### config.mk
export PLATFORM = sky130hd
export DESIGN_NAME = wb_result_pipe
export DESIGN_NICKNAME = d
export VERILOG_FILES = /design/src/rtl/wb_pkg.sv /design/src/rtl/wb_load_ext.sv /design/src/rtl/wb_result_pipe.sv
export SDC_FILE = /design/constraint.sdc
export NUM_CORES = 1
export LEC_CHECK = 0
export ABC_AREA = 0
export BUFFER_PORTS_ARGS = -buffer_cell sky130_fd_sc_hd__clkbuf_2
export CORE_MARGIN = 2
export CORE_UTILIZATION = 43
export DETAILED_ROUTE_END_ITERATION = 16
export HOLD_SLACK_MARGIN = 0.08
export PLACE_DENSITY = 0.84
export RECOVER_POWER = 25
export SLEW_MARGIN = 20
export SYNTH_ARGS = -nofsm -noshare
export SYNTH_HDL_FRONTEND = slang
export SYNTH_SLANG_ARGS = --single-unit
### constraint.sdc
create_clock -name clk -period 4.3 [get_ports clk]
set_input_delay 0.215 -clock clk [delete_from_list [all_inputs] [get_ports clk]]
set_output_delay 0.215 -clock clk [all_outputs]
set_load 0.05 [all_outputs]
### src/rtl/wb_pkg.sv
// Shared constants for the writeback result pipe: source indices and load funct3 codes.
package wb_pkg;

  localparam int WB_SRC_ALU  = 0;
  localparam int WB_SRC_LOAD = 1;
  localparam int WB_SRC_PC4  = 2;
  localparam int WB_SRC_IMM  = 3;

  typedef enum logic [2:0] {
    LD_LB  = 3'b000,
    LD_LH  = 3'b001,
    LD_LW  = 3'b010,
    LD_LBU = 3'b100,
    LD_LHU = 3'b101
  } ld_funct3_e;

endpackage

### src/rtl/wb_load_ext.sv
// Load data aligner/extender (combinational). Only elaborated when WB_LOAD_EXT_EN is defined;
// in the default build this file contributes no module.
`ifdef WB_LOAD_EXT_EN
module load_ext
  import wb_pkg::*;
#(
  parameter int WIDTH = 32
) (
  input  logic [WIDTH-1:0] raw_i,
  input  logic [2:0]       funct3_i,
  input  logic [1:0]       off_i,
  output logic [WIDTH-1:0] data_o
);

  logic [WIDTH-1:0] shifted;

  // Byte offset moves the addressed byte/half down to bit 0 before extension.
  assign shifted = raw_i >> {off_i, 3'b000};

  always_comb begin
    data_o = shifted;
    case (funct3_i)
      LD_LB:   data_o = {{(WIDTH-8){shifted[7]}}, shifted[7:0]};
      LD_LH:   data_o = {{(WIDTH-16){shifted[15]}}, shifted[15:0]};
      LD_LBU:  data_o = {{(WIDTH-8){1'b0}}, shifted[7:0]};
      LD_LHU:  data_o = {{(WIDTH-16){1'b0}}, shifted[15:0]};
      default: data_o = shifted;
    endcase
  end

endmodule
`endif

### src/rtl/wb_result_pipe.sv
// Writeback result selector with a one-entry valid/ready output register.
// Define WB_LOAD_EXT_EN to align and sign/zero-extend the load source (index 1).
module wb_result_pipe
  import wb_pkg::*;
#(
  parameter  int WIDTH  = 32,
  parameter  int NSRC   = 4,
  parameter  int REG_AW = 5,
  localparam int SEL_W  = (NSRC > 1) ? $clog2(NSRC) : 1
) (
  input  logic                  clk,
  input  logic                  rst_n,
  input  logic                  in_valid,
  output logic                  in_ready,
  input  logic [NSRC*WIDTH-1:0] src_data,
  input  logic [SEL_W-1:0]      sel,
  input  logic [REG_AW-1:0]     rd_in,
  input  logic                  we_in,
  input  logic [2:0]            ld_funct3,
  input  logic [1:0]            ld_off,
  input  logic                  flush,
  output logic                  out_valid,
  input  logic                  out_ready,
  output logic [WIDTH-1:0]      result,
  output logic [REG_AW-1:0]     rd_out,
  output logic                  we_out,
  output logic                  sel_err
);

  logic [WIDTH-1:0] src_arr [NSRC];

  genvar gi;
  generate
    for (gi = 0; gi < NSRC; gi++) begin : g_src
      if (gi == WB_SRC_LOAD) begin : g_load
`ifdef WB_LOAD_EXT_EN
        load_ext #(.WIDTH(WIDTH)) u_load_ext (
          .raw_i    (src_data[gi*WIDTH +: WIDTH]),
          .funct3_i (ld_funct3),
          .off_i    (ld_off),
          .data_o   (src_arr[gi])
        );
`else
        assign src_arr[gi] = src_data[gi*WIDTH +: WIDTH];
`endif
      end else begin : g_raw
        assign src_arr[gi] = src_data[gi*WIDTH +: WIDTH];
      end
    end
  endgenerate

`ifndef WB_LOAD_EXT_EN
  logic unused_ld;
  assign unused_ld = ^{ld_funct3, ld_off};
`endif

  logic [WIDTH-1:0] sel_data;
  logic             sel_hit;

  // An out-of-range select matches nothing and yields zero data.
  always_comb begin
    sel_data = '0;
    sel_hit  = 1'b0;
    for (int k = 0; k < NSRC; k++) begin
      if (sel == SEL_W'(k)) begin
        sel_data = src_arr[k];
        sel_hit  = 1'b1;
      end
    end
  end

  logic              out_valid_q, out_valid_d;
  logic [WIDTH-1:0]  result_q, result_d;
  logic [REG_AW-1:0] rd_q, rd_d;
  logic              we_q, we_d;
  logic              sel_err_q, sel_err_d;
  logic              capture;

  assign in_ready = !out_valid_q || out_ready;
  assign capture  = in_valid && in_ready && !flush;

  always_comb begin
    out_valid_d = out_valid_q;
    result_d    = result_q;
    rd_d        = rd_q;
    we_d        = we_q;
    sel_err_d   = sel_err_q;
    if (flush) begin
      out_valid_d = 1'b0;
    end else if (capture) begin
      out_valid_d = 1'b1;
      result_d    = sel_data;
      rd_d        = rd_in;
      // x0 writes and bad selects are squashed here so the regfile never sees them.
      we_d        = we_in && (rd_in != '0) && sel_hit;
      sel_err_d   = sel_err_q || !sel_hit;
    end else if (out_valid_q && out_ready) begin
      out_valid_d = 1'b0;
    end
  end

  always_ff @(posedge clk or negedge rst_n) begin
    if (!rst_n) begin
      out_valid_q <= 1'b0;
      result_q    <= '0;
      rd_q        <= '0;
      we_q        <= 1'b0;
      sel_err_q   <= 1'b0;
    end else begin
      out_valid_q <= out_valid_d;
      result_q    <= result_d;
      rd_q        <= rd_d;
      we_q        <= we_d;
      sel_err_q   <= sel_err_d;
    end
  end

  assign out_valid = out_valid_q;
  assign result    = result_q;
  assign rd_out    = rd_q;
  assign we_out    = we_q;
  assign sel_err   = sel_err_q;

endmodule

==> results of run 1 <==
==> state kept, by name (all words and copies together) (netlist names) <==
name and flops:
out_valid 1, rd_out 5, result 32, sel_err 1
we_out 1
==> synth_stat cells <==
cell type,number,share of area [%]
dfrtp_1,40,41
mux2_4,30,18
mux4_2,30,28
mux2_2,7,3.2
buf_12,3,2.5
buf_6,3,1.4
buf_2,2,0.41
clkbuf_1,2,0.31
inv_1,2,0.31
mux4_1,2,2.2
nor2_1,2,0.31
buf_1,1,0.15
buf_4,1,0.31
mux2i_1,1,0.41
nor2b_1,1,0.26
nor3b_2,1,0.51
o21ai_0,1,0.21
or4_1,1,0.31
==> logic make-up (layout without fill, tap and decap cells) <==
kind of cell	after synthesis	count (layout)	share of synthesized area, %
buf+inv	14	194	5.34
mux	70	70	52.0
simple gates	5	5	1.39
flops	40	40	41.1
compound gates	1	1	0.205
==> area by class of cell <==
| type | instances | area, µm² |
|---|---|---|
| Multi-Input combinational cell | 76 | 1310 |
| Clock inverter | 3 | 42.5 |
| Fill cell | 426 | 2040 |
| Sequential cell | 40 | 1000 |
| Clock buffer | 5 | 68.8 |
| Tap cell | 72 | 90.1 |
| Timing Repair Buffer | 184 | 943 |
| Inverter | 2 | 7.51 |
==> through the flow <==
step,instances,total power [mW],hold slack (ns),cell area (µm²)
2_1_floorplan,130,0.965,-0.0806,2440
3_3_place_gp,373,1.13,0.364,3340
3_5_place_dp,373,1.15,0.371,3340
4_1_cts,381,1.46,0.107,3460
5_1_grt,382,1.50,0.125,3470
6_report,382,1.45,0.127,3470
==> metal layers <==
| layer | vias to the layer above | track usage (%) | routed length, µm |
|---|---|---|---|
| met4 | 0 | 6.21 | 82 |
| met5 | - | 0 | 0 |
| met3 | 8 | 4.09 | 404 |
| met2 | 95 | 44.2 | 4010 |
| met1 | 995 | 23.8 | 2480 |
| li1 | 882 | - | - |
==> worst max-delay path: stages, from the launching register on <==
cell,delay (ns)
dfrtp_1,0.38
nor2b_1,0.18
nor3b_4,0.66
buf_6,0.26
buf_12,0.20
mux2_2,0.35
==> how the worst max path moves through the flow <==
| stage | start | end | slack (ns) | cells past startpoint |
|---|---|---|---|---|
| CTS | out_valid | result[5] | 2.00 | 4 |
| finish | out_valid | result[5] | 2.13 | 5 |
| global route | rst_n | result[17] | 2.02 | 1 |
| floorplan | out_valid | rd_out[0] | 2.52 | 5 |
| global placement | out_valid | result[5] | 2.04 | 4 |
| detailed placement | out_valid | result[5] | 2.02 | 4 |
==> report_power, final <==
part           internal, mW  total (mW)  switching [mW]
Sequential            0.453       0.500          0.0468
Combinational         0.241       0.640           0.399
Clock                 0.172       0.306           0.134
==> results.cfg, run 1 <==
[cts]
numCtsBuffers = 5
clk_latency_ns = 0.29
h-tree-depth = 2
ctsResizeCount = 0
cts_setup_buffers = 0
clock-sinks = 40
cts-root-buf = clkbuf_8
hold_buffers = 0
clkTransAtPathRegs_ns = 0.08
clockBufferDepth = 2
cts_tree = yes

[finish]
diodes = 0
layout_commonest_cell = clkbuf_2
fin_nets = 455
final_cell_mix = clkbuf_2, dfrtp_1, mux4_2, mux2_4, mux2_2
drive_gt1_share_pct = 83.5
syn_to_final_growth_pct = 42.2
final_core_util_pct = 62.9

[timing]
tightest_slew_ns = 2.12
finClkSkew_ns = 0.00830
rsz0062_at_grt = false
max_freq_mhz = 460
hold_viol_final = 0
tns_ns = 0
slew_headroom_pct = -41.2
setup-violations-final = 0
finalWorstSetupSlack_ns = 2.13
fin_crit_sh_pct = 50.5
finalCriticalPeriod_ns = 2.17
drv_slew = 41

[route]
drc = 0
routedWlPerCell_um = 18.3
vias_per_cell = 5.18
antenna_left = 0
drt_iter0_drc = 63
routed-via-count = 1980
wl_um = 6970
dr.pass1.iters = 4

[worst_setup_path]
cp-start-kind = flop
r2r-start = out_valid
crit_fanout = 21
path_class = reg -> reg
required_ns = 4.48
end_kind = flop
arrival_ns = 2.36
ff2ff_path_depth = 5
r2r-end = result[5]
rrSetupSlack_ns = 2.13

[place]
pre_cts_ws_ns = 2.02
gp_congestion = 0.736
portBuffers = 181
dp_hpwl_um = 5710

[floorplan]
fp.dieW_um = 79.3
core_mm2 = 0.00551
io_pins = 187
fp-row-count = 27
initial_core_util_pct = 44.3
floorplan.die_area_mm2 = 0.00629
die_h_um = 79.3

[outcome]
violations = max-capacitance violations, max-slew violations
outcome = finished, violations left

[synthesis]
synthCells = 130
seq_area_frac_synth_pct = 41.1
yosysWarnings = 0
synth_fp_nets = 276
syn_area_per_cell_um2 = 18.7
ys_types = 18
synth_area_mm2 = 0.00244
synth-seq-cells = 40

[min_path]
hold_path_depth = 2
min_to = out_valid
min_path_type = in -> reg
hp-start = flush

[grt]
grt_util_all_layers_pct = 22.3
overflow = 0
grt_max_degree = 41
antenna_found_initial = 0
grt_pass1_vias = 2162
grt_first_pass_wirelength_um = 10500

[pwr]
p_leak_nw = 1.78
ir_worst_vdd_mv = 0.210
pwr_density_cell_mw_per_mm2 = 417

[run]
cap_violations = 1
(Power assumes the default switching activity.)
==> inputs of run 2 (changes only) <==
--- a/config.mk
+++ b/config.mk
@@ -5,13 +5,13 @@
 export SDC_FILE = /design/constraint.sdc
 export NUM_CORES = 1
 export LEC_CHECK = 0
-export ABC_AREA = 0
+export ABC_AREA = 1
 export BUFFER_PORTS_ARGS = -buffer_cell sky130_fd_sc_hd__clkbuf_2
 export CORE_MARGIN = 2
-export CORE_UTILIZATION = 43
+export CORE_UTILIZATION = 41
 export DETAILED_ROUTE_END_ITERATION = 16
 export HOLD_SLACK_MARGIN = 0.08
-export PLACE_DENSITY = 0.84
+export PLACE_DENSITY = 0.79
 export RECOVER_POWER = 25
 export SLEW_MARGIN = 20
 export SYNTH_ARGS = -nofsm -noshare
==> constraint.sdc (replaced) <==
create_clock -name clk -period 2.26 [get_ports clk]
set_input_delay 0.113 -clock clk [delete_from_list [all_inputs] [get_ports clk]]
set_output_delay 0.113 -clock clk [all_outputs]
set_load 0.05 [all_outputs]
==> run 2 against run 1 <==
Critical path depth up 3. Utilization down 2.2 points. Design area up 3.7%. Area after synthesis up 3.3%. Via count up 58%. The run now ends clean. Cell count up 67%. Power up 75%. Sequential share of layout area down 1.0 points. Global-route usage up 1.7 points.
==> results.cfg, run 2 <==
[floorplan]
initial_core_util_pct = 42.5
fp-row-count = 28
floorplan.die_area_mm2 = 0.00678
die_h_um = 82.4
io_pins = 187
core_mm2 = 0.00592
fp.dieW_um = 82.4

[place]
portBuffers = 181
dp_hpwl_um = 5960
gp_congestion = 0.816
placed_area_mm2 = 0.00340
pre_cts_ws_ns = 0.700

[timing]
fin_crit_sh_pct = 74.5
fin_hold_ws_ns = 0.0835
rsz0062_at_grt = false
hold_viol_final = 0
finClkSkew_ns = 0.0102
drv_slew = 0
tns_ns = 0
finalWorstSetupSlack_ns = 0.576
max_freq_mhz = 594
slew_headroom_pct = 34.4
finalCriticalPeriod_ns = 1.68
tightest_slew_ns = 0.984
setup-violations-final = 0

[synthesis]
synth_commonest_cells = nand2_1, nor2_1, nand3_1
async_reset_ff_share_pct = 100
seq_area_frac_synth_pct = 39.8
synthCells = 392
yosysMostFrequentCell = nand2_1
synth_flop_cell = dfrtp_1
synth-seq-cells = 40
yosysWarnings = 0
synth_edf_count = 0
syn_area_per_cell_um2 = 6.42
synth_top_area_share_pct = 39.8
ys_types = 14
yosysTopAreaCell = dfrtp_1
synth_fp_nets = 538
synth_area_mm2 = 0.00252
synthTopCellsByArea = dfrtp_1, nand2_1, nand3_1

[cts]
cts_tree = yes
h-tree-depth = 2
clockBufferDepth = 2
hold_buffers = 7
clkTransAtPathRegs_ns = 0.08
numCtsBuffers = 5
ctsResizeCount = 0
clk_latency_ns = 0.29
clock-sinks = 40
cts_setup_buffers = 0
cts-root-buf = clkbuf_8

[pwr]
power_mw = 2.52
pwr_density_cell_mw_per_mm2 = 702
ir_worst_vdd_mv = 0.353
p_leak_nw = 2.13

[grt]
grt_first_pass_wirelength_um = 12600
antenna_found_initial = 0
grt_util_all_layers_pct = 24.0
grt_max_degree = 41
grt_pass1_vias = 2866
overflow = 0

[worst_setup_path]
end_kind = flop
required_ns = 2.49
crit_fanout = 38
r2r-start = out_valid
rrSetupSlack_ns = 0.70
r2r-end = result[31]
cp-start-kind = primary input
timing.critical_path.from = flush
arrival_ns = 1.92
ff2ff_path_depth = 6
path_class = in -> reg

[finish]
largest_reg_flops = 32
final_cell_mix = clkbuf_2, nand2_1, nor2_1, nand3_1, dfrtp_1
layout_commonest_cell = clkbuf_2
syn_to_final_growth_pct = 42.8
final_area_mm2 = 0.00359
drive_gt1_share_pct = 35.3
fillCellCount = 584
diodes = 0
fin_nets = 709

[run]
cap_violations = 0

[min_path]
min_path_type = in -> reg
min_to = rd_out[4]
hold_path_depth = 3
hp-start = rd_in[4]

[route]
drt_iter0_drc = 94
routed-via-count = 3131
drc = 0
wl_um = 8240
dr.pass1.iters = 4
routedWlPerCell_um = 12.9
vias_per_cell = 4.90
antenna_left = 0

[outcome]
outcome = complete, no violations
-- run 2: cell count changes after synthesis, sizes merged, moves of 32 or more --
cell   delta
nor2     +68
nand3    +66
nand2   +147
o21ai    +33
mux4     -32
mux2     -37
-- run 2: worst max-delay path by stage --
stage                             to  slack, ns  cells past startpoint
after global placement    result[19]       0.75                      6
after floorplan            result[0]       0.44                      6
final                     result[31]       0.58                      8
after CTS                 result[31]       0.62                      8
after global routing      result[10]       0.41                      8
after detailed placement  result[29]       0.70                      6
-- run 2: worst max-delay path: stages --
cell and delay [ns]:
dlygate4sd3_1 0.55, clkbuf_1 0.13, nor2_1 0.14, nand2_2 0.39, buf_12 0.34, nor2_1 0.12, nand2_1 0.06, nand2_1 0.05
-- run 2: kinds of logic (layout without fill, tap and decap cells) --
kind of cell / after synthesis / after routing / synth area share, %
flops: 40 / 40 / 39.8
compound gates: 34 / 34 / 6.76
buf+inv: 35 / 207 / 7.41
simple gates: 283 / 283 / 46.1
-- run 2: area by class of cell --
class                   count  area, µm²  area share [%]
multi-input cells         317       1330            37.1
repair buffers            192       1010            28.2
flip-flops and latches     40       1000            27.8
clock buffers               7       96.3            2.68
well taps                  75       93.8            2.61
clock inverters             1       30.0           0.835
inverters                   7       26.3           0.731
-- run 2: metal layers --
metal	global-route usage (%)	wire length [µm]
met1	27.0	3220
met2	45.1	4130
met3	5.54	776
met4	6.33	106
met5	0	0
-- run 2: stage by stage --
| stage | cells | utilization [%] |
|---|---|---|
| detailed placement | 624 | 57.5 |
| finish | 639 | 60.7 |
| CTS | 639 | 60.8 |
| global route | 639 | 60.7 |
| floorplan | 392 | - |
| global placement | 624 | 57.5 |
-- run 2: where the power goes --
group,internal [mW],switching (mW)
clock,0.390,0.249
combinational,0.274,0.715
sequential,0.830,0.0653
